===== src/rtl/wb_queue_pkg.sv =====
`default_nettype none
// +----------------------------------------------------------------------+
// | Module   : wb_queue_pkg                                              |
// | Purpose  : Shared widths, the PC register address and the retire     |
// |            classification used by the writeback queue.               |
// | Contents : FULLW    - datapath word width                            |
// |            PC_ADDR  - register index that aliases the PC (r15)       |
// |            ret_kind_e / classify_retire - what the head does now     |
// | Revision : 1.0 - initial release                                     |
// +----------------------------------------------------------------------+
package wb_queue_pkg;

   localparam int FULLW   = 32;
   localparam int PC_ADDR = 15;

   typedef enum logic [1:0] {
      RET_NONE = 2'd0,
      RET_REG  = 2'd1,
      RET_PC   = 2'd2
   } ret_kind_e;

   // A popped head goes either to the register file or to the PC port.
   function automatic ret_kind_e classify_retire(input logic pop, input logic is_pc);
      if (!pop)
         return RET_NONE;
      else if (is_pc)
         return RET_PC;
      else
         return RET_REG;
   endfunction

endpackage
`default_nettype wire


===== src/rtl/wb_queue_if.sv =====
`default_nettype none
// +----------------------------------------------------------------------+
// | Module   : wb_queue_if                                               |
// | Purpose  : Producer/retire bundle of the writeback queue.            |
// | Ports    : ld_*  / alu_*  - load and ALU results (load is older)     |
// |            in_ready       - at least two free entries                |
// |            drain_en       - retire permission                        |
// |            we/wa/wd       - register-file write port                 |
// |            pc_we/pc_wd    - PC load port                             |
// |            master: producer/consumer side, slave: the queue          |
// | Revision : 1.0 - initial release                                     |
// +----------------------------------------------------------------------+
interface wb_queue_if #(
   parameter int ADDR_WIDTH = 4
);
   import wb_queue_pkg::*;

   logic                  ld_valid;
   logic [ADDR_WIDTH-1:0] ld_wa;
   logic [FULLW-1:0]      ld_wd;
   logic                  alu_valid;
   logic [ADDR_WIDTH-1:0] alu_wa;
   logic [FULLW-1:0]      alu_wd;
   logic                  in_ready;
   logic                  drain_en;
   logic                  we;
   logic [ADDR_WIDTH-1:0] wa;
   logic [FULLW-1:0]      wd;
   logic                  pc_we;
   logic [FULLW-1:0]      pc_wd;

   modport master (
      output ld_valid, ld_wa, ld_wd, alu_valid, alu_wa, alu_wd, drain_en,
      input  in_ready, we, wa, wd, pc_we, pc_wd
   );

   modport slave (
      input  ld_valid, ld_wa, ld_wd, alu_valid, alu_wa, alu_wd, drain_en,
      output in_ready, we, wa, wd, pc_we, pc_wd
   );

endinterface
`default_nettype wire


===== src/rtl/wb_fwd_match.sv =====
`default_nettype none
// +----------------------------------------------------------------------+
// | Module   : wb_fwd_match                                              |
// | Purpose  : Youngest-first match of one read address against the      |
// |            queue entries.                                            |
// | Ports    : addr            - decode read address                     |
// |            ent_wa/ent_wd   - entry array contents                    |
// |            ent_vld         - entry valid mask                        |
// |            head            - index of the oldest entry               |
// |            hit/fwd         - newest pending value (0 on a miss)      |
// | Revision : 1.0 - initial release                                     |
// +----------------------------------------------------------------------+
module wb_fwd_match
   import wb_queue_pkg::*;
#(
   parameter int ADDR_WIDTH = 4,
   parameter int DEPTH      = 4
) (
   input  logic [ADDR_WIDTH-1:0]            addr,
   input  logic [DEPTH-1:0][ADDR_WIDTH-1:0] ent_wa,
   input  logic [DEPTH-1:0][FULLW-1:0]      ent_wd,
   input  logic [DEPTH-1:0]                 ent_vld,
   input  logic [$clog2(DEPTH)-1:0]         head,
   output logic                             hit,
   output logic [FULLW-1:0]                 fwd
);

   localparam int PTR_W = $clog2(DEPTH);

   logic [PTR_W-1:0] idx;

   // Walk from the head (oldest) towards the tail; each later match
   // overrides the earlier one, so the youngest pending write wins.
   always_comb begin
      hit = 1'b0;
      fwd = '0;
      idx = '0;
      for (int k = 0; k < DEPTH; k++) begin
         idx = head + PTR_W'(k);
         if (ent_vld[idx] && (ent_wa[idx] == addr)) begin
            hit = 1'b1;
            fwd = ent_wd[idx];
         end
      end
   end

endmodule
`default_nettype wire


===== src/rtl/wb_queue.sv =====
`default_nettype none
// +----------------------------------------------------------------------+
// | Module   : wb_queue                                                  |
// | Purpose  : Writeback queue in front of the single register-file      |
// |            write port. Takes up to two results per cycle, retires    |
// |            one per cycle, diverts r15 writes to the PC port and      |
// |            forwards pending values to the decode read ports.         |
// | Ports    : clk, rst        - clock, async active-high reset          |
// |            bus (slave)     - enqueue and retire signals              |
// |            rn_a/rm_a       - decode read addresses                   |
// |            rn_*/rm_* hit/fwd - forwarded pending values              |
// |            count           - occupancy                               |
// |            ovf             - sticky: an enqueue was dropped          |
// | Revision : 1.0 - initial release                                     |
// +----------------------------------------------------------------------+
module wb_queue
   import wb_queue_pkg::*;
#(
   parameter int ADDR_WIDTH = 4,
   parameter int DEPTH      = 4
) (
   input  logic                     clk,
   input  logic                     rst,
   wb_queue_if.slave                bus,
   input  logic [ADDR_WIDTH-1:0]    rn_a,
   input  logic [ADDR_WIDTH-1:0]    rm_a,
   output logic                     rn_hit,
   output logic                     rm_hit,
   output logic [FULLW-1:0]         rn_fwd,
   output logic [FULLW-1:0]         rm_fwd,
   output logic [$clog2(DEPTH):0]   count,
   output logic                     ovf
);

   localparam int PTR_W = $clog2(DEPTH);
   localparam int CNT_W = PTR_W + 1;

   logic [DEPTH-1:0][ADDR_WIDTH-1:0] wa_q, wa_d;
   logic [DEPTH-1:0][FULLW-1:0]      wd_q, wd_d;
   logic [DEPTH-1:0]                 vld_q, vld_d;
   logic [PTR_W-1:0]                 head_q, head_d;
   logic [PTR_W-1:0]                 tail_q, tail_d;
   logic [CNT_W-1:0]                 count_q, count_d;
   logic                             ovf_q, ovf_d;

   logic [CNT_W-1:0] free;
   logic             acc_ld;
   logic             acc_alu;
   logic             pop;
   logic [PTR_W-1:0] alu_slot;
   ret_kind_e        kind;

   // Free space is judged on pre-edge occupancy: a retire in the same
   // cycle does not make room. With one slot left the load (older) wins.
   always_comb begin
      free     = CNT_W'(DEPTH) - count_q;
      acc_ld   = bus.ld_valid && (free != '0);
      acc_alu  = bus.alu_valid && (free > CNT_W'(acc_ld));
      pop      = (count_q != '0) && bus.drain_en;
      alu_slot = tail_q + PTR_W'(acc_ld);

      wa_d    = wa_q;
      wd_d    = wd_q;
      vld_d   = vld_q;
      head_d  = head_q;
      tail_d  = tail_q + PTR_W'(acc_ld) + PTR_W'(acc_alu);
      count_d = count_q + CNT_W'(acc_ld) + CNT_W'(acc_alu) - CNT_W'(pop);
      ovf_d   = ovf_q | (bus.ld_valid & ~acc_ld) | (bus.alu_valid & ~acc_alu);

      // Enqueue slots are always free slots, so they never collide with
      // the head being popped.
      if (pop) begin
         vld_d[head_q] = 1'b0;
         head_d        = head_q + PTR_W'(1);
      end
      if (acc_ld) begin
         wa_d[tail_q]  = bus.ld_wa;
         wd_d[tail_q]  = bus.ld_wd;
         vld_d[tail_q] = 1'b1;
      end
      if (acc_alu) begin
         wa_d[alu_slot]  = bus.alu_wa;
         wd_d[alu_slot]  = bus.alu_wd;
         vld_d[alu_slot] = 1'b1;
      end
   end

   always_ff @(posedge clk or posedge rst) begin
      if (rst) begin
         wa_q    <= '0;
         wd_q    <= '0;
         vld_q   <= '0;
         head_q  <= '0;
         tail_q  <= '0;
         count_q <= '0;
         ovf_q   <= 1'b0;
      end else begin
         wa_q    <= wa_d;
         wd_q    <= wd_d;
         vld_q   <= vld_d;
         head_q  <= head_d;
         tail_q  <= tail_d;
         count_q <= count_d;
         ovf_q   <= ovf_d;
      end
   end

   // Retire port is combinational from the head entry; entries reset to
   // zero so wa/wd read zero straight out of reset.
   assign kind         = classify_retire(pop, wa_q[head_q] == ADDR_WIDTH'(PC_ADDR));
   assign bus.we       = (kind == RET_REG);
   assign bus.pc_we    = (kind == RET_PC);
   assign bus.wa       = wa_q[head_q];
   assign bus.wd       = wd_q[head_q];
   assign bus.pc_wd    = wd_q[head_q];
   assign bus.in_ready = (free >= CNT_W'(2));
   assign count        = count_q;
   assign ovf          = ovf_q;

   wb_fwd_match #(
      .ADDR_WIDTH (ADDR_WIDTH),
      .DEPTH      (DEPTH)
   ) u_rn_match (
      .addr    (rn_a),
      .ent_wa  (wa_q),
      .ent_wd  (wd_q),
      .ent_vld (vld_q),
      .head    (head_q),
      .hit     (rn_hit),
      .fwd     (rn_fwd)
   );

   wb_fwd_match #(
      .ADDR_WIDTH (ADDR_WIDTH),
      .DEPTH      (DEPTH)
   ) u_rm_match (
      .addr    (rm_a),
      .ent_wa  (wa_q),
      .ent_wd  (wd_q),
      .ent_vld (vld_q),
      .head    (head_q),
      .hit     (rm_hit),
      .fwd     (rm_fwd)
   );

endmodule
`default_nettype wire


===== src/flat_wrapper.sv =====
// flat-port wrapper written by rule: the top's interface ports become plain ports
module wb_queue_flat import wb_queue_pkg::*;
#(
   parameter int ADDR_WIDTH = 4,
   parameter int DEPTH      = 4
)
  (clk, rst, rn_a, rm_a, rn_hit, rm_hit, rn_fwd, rm_fwd, count, ovf, bus_ld_valid, bus_ld_wa, bus_ld_wd, bus_alu_valid, bus_alu_wa, bus_alu_wd, bus_drain_en, bus_in_ready, bus_we, bus_wa, bus_wd, bus_pc_we, bus_pc_wd);
  wb_queue_if #(.ADDR_WIDTH(ADDR_WIDTH)) bus_i ();
  input  logic clk;
  input  logic rst;
  input  logic [ADDR_WIDTH-1:0] rn_a;
  input  logic [ADDR_WIDTH-1:0] rm_a;
  output logic rn_hit;
  output logic rm_hit;
  output logic [FULLW-1:0] rn_fwd;
  output logic [FULLW-1:0] rm_fwd;
  output logic [$clog2(DEPTH):0] count;
  output logic ovf;
  input wire logic [$bits(bus_i.ld_valid)-1:0] bus_ld_valid;
  input wire logic [$bits(bus_i.ld_wa)-1:0] bus_ld_wa;
  input wire logic [$bits(bus_i.ld_wd)-1:0] bus_ld_wd;
  input wire logic [$bits(bus_i.alu_valid)-1:0] bus_alu_valid;
  input wire logic [$bits(bus_i.alu_wa)-1:0] bus_alu_wa;
  input wire logic [$bits(bus_i.alu_wd)-1:0] bus_alu_wd;
  input wire logic [$bits(bus_i.drain_en)-1:0] bus_drain_en;
  output wire logic [$bits(bus_i.in_ready)-1:0] bus_in_ready;
  output wire logic [$bits(bus_i.we)-1:0] bus_we;
  output wire logic [$bits(bus_i.wa)-1:0] bus_wa;
  output wire logic [$bits(bus_i.wd)-1:0] bus_wd;
  output wire logic [$bits(bus_i.pc_we)-1:0] bus_pc_we;
  output wire logic [$bits(bus_i.pc_wd)-1:0] bus_pc_wd;
  assign bus_i.ld_valid = bus_ld_valid;
  assign bus_i.ld_wa = bus_ld_wa;
  assign bus_i.ld_wd = bus_ld_wd;
  assign bus_i.alu_valid = bus_alu_valid;
  assign bus_i.alu_wa = bus_alu_wa;
  assign bus_i.alu_wd = bus_alu_wd;
  assign bus_i.drain_en = bus_drain_en;
  assign bus_in_ready = bus_i.in_ready;
  assign bus_we = bus_i.we;
  assign bus_wa = bus_i.wa;
  assign bus_wd = bus_i.wd;
  assign bus_pc_we = bus_i.pc_we;
  assign bus_pc_wd = bus_i.pc_wd;
  wb_queue #(.ADDR_WIDTH(ADDR_WIDTH), .DEPTH(DEPTH)) u_core (.clk(clk), .rst(rst), .bus(bus_i), .rn_a(rn_a), .rm_a(rm_a), .rn_hit(rn_hit), .rm_hit(rm_hit), .rn_fwd(rn_fwd), .rm_fwd(rm_fwd), .count(count), .ovf(ovf));
endmodule

===== config.mk =====
export PLATFORM = sky130hd
export DESIGN_NAME = wb_queue_flat
export DESIGN_NICKNAME = d
export VERILOG_FILES = /design/src/rtl/wb_queue_pkg.sv /design/src/rtl/wb_queue_if.sv /design/src/rtl/wb_fwd_match.sv /design/src/rtl/wb_queue.sv /design/src/flat_wrapper.sv
export SDC_FILE = /design/constraint.sdc
export NUM_CORES = 1
export LEC_CHECK = 0
export ABC_AREA = 0
export ABC_CLOCK_PERIOD_IN_PS = 6400
export CELL_PAD_IN_SITES_DETAIL_PLACEMENT = 2
export CELL_PAD_IN_SITES_GLOBAL_PLACEMENT = 2
export CORE_AREA = 2 2 188 227
export CTS_CLUSTER_DIAMETER = 30
export DETAILED_ROUTE_END_ITERATION = 10
export DIE_AREA = 0 0 190 229
export PLACE_DENSITY = 0.83
export SETUP_SLACK_MARGIN = 0.15
export SLEW_MARGIN = 20
export SYNTH_ARGS = -nofsm -noshare
export SYNTH_HDL_FRONTEND = slang
export SYNTH_SLANG_ARGS = --single-unit

===== constraint.sdc =====
create_clock -name clk -period 6.4 [get_ports clk]
set_input_delay 1.28 -clock clk [delete_from_list [all_inputs] [get_ports clk]]
set_output_delay 1.28 -clock clk [all_outputs]
set_load 0.01 [all_outputs]

==> results of run 1 <==
==> cells in the mapped netlist, drive strengths merged, types with 25 or more instances <==
library cell  number  share of area [%]
nor2              83                2.3
o21ai             76                2.8
inv               25               0.69
xnor2             34                2.4
buf               88                4.2
mux4             144                 24
o211ai            48                3.0
nand3             57                2.1
nand2            138                3.8
clkbuf            63                1.8
a21oi             87                3.2
mux2i            197                 15
dfrtp            156                 29
==> stage by stage <==
| step | instance area (um^2) | hold slack (ps) |
|---|---|---|
| 4_1_cts | 16630 | 512.3 |
| 2_1_floorplan | 13510 | 505.8 |
| 3_5_place_dp | 16010 | 492.0 |
| 3_3_place_gp | 16010 | 485.7 |
| 5_1_grt | 16650 | 543.2 |
| 6_report | 16650 | 503.1 |
==> layout by cell type (no fill, tap or decap), types with 5 or more instances in the layout <==
| cell type | netlist | final |
|---|---|---|
| clkdlybuf4s50_1 | 0 | 225 |
| clkbuf_16 | 0 | 17 |
| a221o_1 | 13 | 13 |
| nand3_1 | 57 | 53 |
| a21oi_1 | 87 | 87 |
| nor2b_1 | 5 | 5 |
| buf_4 | 39 | 24 |
| ha_1 | 11 | 10 |
| nor2_4 | 0 | 6 |
| clkbuf_8 | 0 | 5 |
| dfrtp_1 | 156 | 154 |
| mux2i_1 | 197 | 197 |
| o21ai_0 | 76 | 76 |
| nand2_1 | 138 | 138 |
| inv_1 | 25 | 24 |
| o211ai_1 | 38 | 38 |
| a22o_1 | 13 | 13 |
| xnor2_1 | 30 | 30 |
| mux4_2 | 141 | 141 |
| o211ai_2 | 10 | 10 |
| nor2_1 | 83 | 77 |
==> state kept, by name, summed over array words and instances (netlist names) <==
| register | count |
|---|---|
| u_core.wd_q | 128 |
| u_core.wa_q | 16 |
| u_core.vld_q | 4 |
| u_core.count | 3 |
| u_core.head_q | 2 |
| u_core.tail_q | 2 |
| u_core.ovf | 1 |
==> cell families after synthesis <==
kind of cell               Yosys count  share of synthesized area, %
and+or+nand+nor                    306                         9.622
xor gates and xnor gates            38                         2.686
DFF                                156                         28.89
adders and majority gates           13                         1.315
AOI/OAI and AO/OA                  255                         12.02
buffers and inverters              176                         6.612
muxes                              343                         38.85
==> critical path, stage by stage, from the launching register on <==
cell             delay (ps)
dfrtp_4                 610
inv_1                   220
ha_4                    460
buf_6                   400
mux2_2                  380
o21ai_0                 150
buf_4                   230
o211a_1                 750
a221o_1                 290
a22o_1                  190
clkdlybuf4s50_1         560
==> routing by layer <==
| metal | vias to the layer above | GRT usage (%) | part of all wire (%) |
|---|---|---|---|
| met5 | - | 0 | 0.050 |
| met4 | 4 | 11.34 | 3.2 |
| met3 | 99 | 3.187 | 3.5 |
| met2 | 357 | 45.20 | 54 |
| met1 | 6308 | 28.42 | 39 |
| li1 | 5066 | - | - |
==> final cells by class <==
type | count | area (um^2)
Tap cell | 546 | 683.2
Clock inverter | 6 | 107.6
Sequential cell | 156 | 3911
Multi-Input combinational cell | 955 | 8848
Timing Repair Buffer | 252 | 2484
Inverter | 25 | 98.84
Fill cell | 4284 | 24700
Antenna cell | 4 | 10.01
Clock buffer | 25 | 505.5
==> what timing repair did <==
action	4_1_cts	5_1_grt
endpoints found under the setup margin	6	16
cloned	0	0
resized for setup	1	2
==> worst min-delay path by stage <==
stage,end,slack [ps]
5_1_grt,u_core.ovf,540
3_3_place_gp,u_core.ovf,490
4_1_cts,u_core.ovf,510
2_1_floorplan,u_core.vld_q[2],510
6_report,u_core.ovf,500
3_5_place_dp,u_core.ovf,490
==> impl_metrics.toml, run 1 <==
[setup_path]
start_kind = "register"
path_class = "register to output pin"
r2r-end = "u_core.wd_q[126]"
worst-path-max-fanout = 35
rr_worst_depth = 9
worstReg2RegStart = "u_core.count[0]"
endpoint_kind = "output pin"
cp-endpoint = "rm_fwd[9]"
worstPathArrival_ps = 4750
required_ps = 5120
r2r_slack_ps = 2810
startpoint = "u_core.head_q[0]"

[placement]
io_buffers = 225
dp.cells = 1934
finalWeightedCongestion = 0.8773
pre_cts_ws_ps = 553.6
dp.final_hpwl_um = 35520

[floorplanning]
die_w_um = 190
core-area_um2 = 41350
dieArea_um2 = 43510
rows = 82
die_h_um = 229
pin_count = 226
initial_utilization_pct = 32.68

[timing]
worst_slew_pin_slew_ps = 1071
finalMaxSlewViolations = 0
setup_slack_ps = 373.9
slew_headroom_pct = 28.60
rsz0062_at_grt = "false"
fmax_mhz = 165.9
fin_crit_ps = 6026
skew_ps = 9.144
setup_viol = 0
fin_crit_sh_pct = 94.16
finalSetupTns_ps = 0
hold_viol = 0

[yosys]
ys_types = 48
synth_area_um2 = 13510
synthesis.nets = 1385
yosysWarnings = 0
syn_avg_cell_area_um2 = 10.50
yosysSeqAreaShare_pct = 28.89
synth_seq_cells = 156
async_reset_ff_share_pct = 100.0
synthCells = 1287
synth_top_flop_cell = "dfrtp_1"
synth_edf_count = 0

[clocking]
cts_hold_buf = 0
cts.sinks = 156
clock-root-buffer = "clkbuf_16"
htree_levels = 4
cts_setup_buffers = 0
cts_tree = "yes"
clk_latency_ps = 450
clock_path_buffers = 2
numCtsBuffers = 17
clkSlewWorstSetupHoldPaths_ps = 60

[global_route]
grt_pass1_wl_um = 81780
grt_max_degree = 138
grtUsageTotal_pct = 24.71
first_global_vias = 13337
grt-ovfl-total = 0
antenna_found_initial = 6

[worst_hold_path]
hold_class = "register to register"
holdPathStages = 1
min_from = "u_core.ovf"

[flow_run]
cap_viol_max_count = 0

[detailed_routing]
routed_wl_um = 53690
drc = 0
via_per_inst = 6.010
first_pass_iters = 7
drtIter0Drc = 765
via_count = 11834
wire_per_inst_um = 27.27
antenna_left = 0

[final_layout]
final_cells = 1969
drive_gt1_share_pct = 16.77
nets = 1505
area_growth_syn_to_layout_pct = 23.23
utilization_pct = 40.27

[run_status]
status = "finished, final reports clean"
Power of run 1 is left out: the tool's default activity adds up to more than one toggle a clock period on the data nets, which glitch-free logic cannot reach.
==> inputs of run 2 (changes only) <==
--- a/config.mk
+++ b/config.mk
@@ -8,3 +8,3 @@
 export ABC_AREA = 0
-export ABC_CLOCK_PERIOD_IN_PS = 6400
+export ABC_CLOCK_PERIOD_IN_PS = 5800
 export CELL_PAD_IN_SITES_DETAIL_PLACEMENT = 2
@@ -17,3 +17,2 @@
 export SETUP_SLACK_MARGIN = 0.15
-export SLEW_MARGIN = 20
 export SYNTH_ARGS = -nofsm -noshare
==> constraint.sdc (replaced) <==
create_clock -name clk -period 5.8 [get_ports clk]
set_input_delay 1.74 -clock clk [delete_from_list [all_inputs] [get_ports clk]]
set_output_delay 1.74 -clock clk [all_outputs]
set_load 0.01 [all_outputs]
==> impl_metrics.toml, run 2 (synthesis results as in run 1) <==
[timing]
hold_viol = 0
skew_ps = 8.739
setup_viol = 0
fin_crit_ps = 5636
fmax_mhz = 177.4
slew_headroom_pct = 33.37
finalMaxSlewViolations = 0
worst_slew_pin_slew_ps = 999.5
rsz0062_at_grt = "false"
fin_crit_sh_pct = 97.17

[detailed_routing]
via_count = 12290
first_pass_iters = 4
via_per_inst = 6.054
drc = 0
antenna_left = 0
wire_per_inst_um = 27.45
routed_wl_um = 55730
drtIter0Drc = 825

[floorplanning]
pin_count = 226
die_h_um = 229
rows = 82
initial_utilization_pct = 32.68
die_w_um = 190
dieArea_um2 = 43510
core-area_um2 = 41350

[final_layout]
largest_register_ffs = 128
top_regs = "u_core.wd_q x128, u_core.wa_q x16, u_core.vld_q x4"
drive_gt1_share_pct = 20.89
nets = 1564
final_common_cell = "mux2i_1"
final_cell_mix = "196 x mux2i_1, 154 x dfrtp_1, 153 x clkdlybuf4s50_1"
area_growth_syn_to_layout_pct = 29.58
utilization_pct = 42.34
top_register = "u_core.wd_q"

[placement]
io_buffers = 225
dp.final_hpwl_um = 36150
finalWeightedCongestion = 0.8635

[setup_path]
path_class = "input pin to output pin"
cp_slowest_stage_delay_ps = 320
required_ps = 4060
crit_chain = "dlygate4sd2_1 > xnor2_1 > nand4_1 > buf_6 > nor2_4 > buf_12 > buf_12 > buf_4 > mux2i_1 > o211ai_1 > dlygate4sd2_1"
start_kind = "input pin"
slowest_stage = "dlygate4sd2_1"
worstPathArrival_ps = 3900
endpoint_kind = "output pin"
worst-path-max-fanout = 7

[flow_run]
cap_viol_max_count = 0

[clocking]
clock_path_buffers = 2
cts_tree = "yes"
clock-root-buffer = "clkbuf_16"
numCtsBuffers = 17
cts.sinks = 156
clkSlewWorstSetupHoldPaths_ps = 60
clk_latency_ps = 450
htree_levels = 4

[global_route]
grt-ovfl-total = 0
grt_max_degree = 157
first_global_vias = 13728
grt_pass1_wl_um = 83820
grtUsageTotal_pct = 25.30
antenna_found_initial = 6

[run_status]
status = "finished, final reports clean"

[worst_hold_path]
hold_class = "register to register"
==> run 2: layer usage <==
metal	GRT usage, %	wire length, um	up-vias
met5	0	13	-
met4	10.63	1783	2
met1	29.68	21760	6552
li1	-	-	5176
met3	3.157	2486	118
met2	46.17	29680	442
==> run 2: repair_timing <==
| action | 4_1_cts | 5_1_grt |
|---|---|---|
| endpoints found under the setup margin | 66 | 15 |
| hold buffers | 0 | 0 |
| pin swaps | 13 | 6 |
| setup buffers | 8 | 2 |
| cloned | 0 | 2 |
| hold endpoints to repair | 0 | 0 |
| gates resized for setup | 96 | 11 |
==> run 2: through the flow <==
stage | instances | hold slack, ps | worst slack, ps | cell area, um^2 | TNS (ps)
2_1_floorplan | 1287 | 505.8 | 167.9 | 13510 | 0
3_3_place_gp | 1981 | 485.4 | -206.1 | 16660 | -8053
3_5_place_dp | 1981 | 467.4 | -354.2 | 16660 | -14250
4_1_cts | 2021 | 493.7 | 150.6 | 17380 | 0
5_1_grt | 2029 | 500.6 | 127.7 | 17500 | 0
6_report | 2030 | 491.2 | 164.4 | 17510 | 0
==> run 2: final timing paths <==
| path | slack [ps] | start | endpoint | cells past startpoint |
|---|---|---|---|---|
| max | 160 | rn_a[2] | rn_fwd[5] | 11 |
| min | 490 | u_core.ovf | u_core.ovf | 1 |
| max reg2reg | 2510 | u_core.count[0] | u_core.wd_q[105] | 10 |
| min reg2reg | 490 | u_core.ovf | u_core.ovf | 1 |
| max in group asynchronous | 3190 | rst | u_core.wd_q[94] | 3 |
| min in group asynchronous | 1830 | rst | u_core.wd_q[7] | 3 |
==> run 2: cell type report <==
type | count | area [um^2]
multi-input combinational | 955 | 8905
fill | 4259 | 23840
antenna | 5 | 12.51
tap | 546 | 683.2
clock inverter | 11 | 190.2
sequential | 156 | 3911
timing repair buffer | 311 | 3247
clock buffer | 21 | 460.4
inverter | 25 | 97.59
==> run 2: critical path: cells and delay by family <==
family	cells	cell delay, ps
buffers and inverters	6	1200
AND/OR/NAND/NOR	2	350
multiplexers	1	220
XOR/XNOR	1	210
AO/OA/AOI/OAI	1	160
Power of run 2 is left out for the same reason.
==> inputs of run 3 (changes only) <==
GPL_ROUTABILITY_DRIVEN = 0   (was unset)
SLEW_MARGIN = 20   (was unset)
==> results of run 3 <==
The final DEF is identical to that of run 2; final timing and power are the same.
Power of run 3 is left out for the same reason.
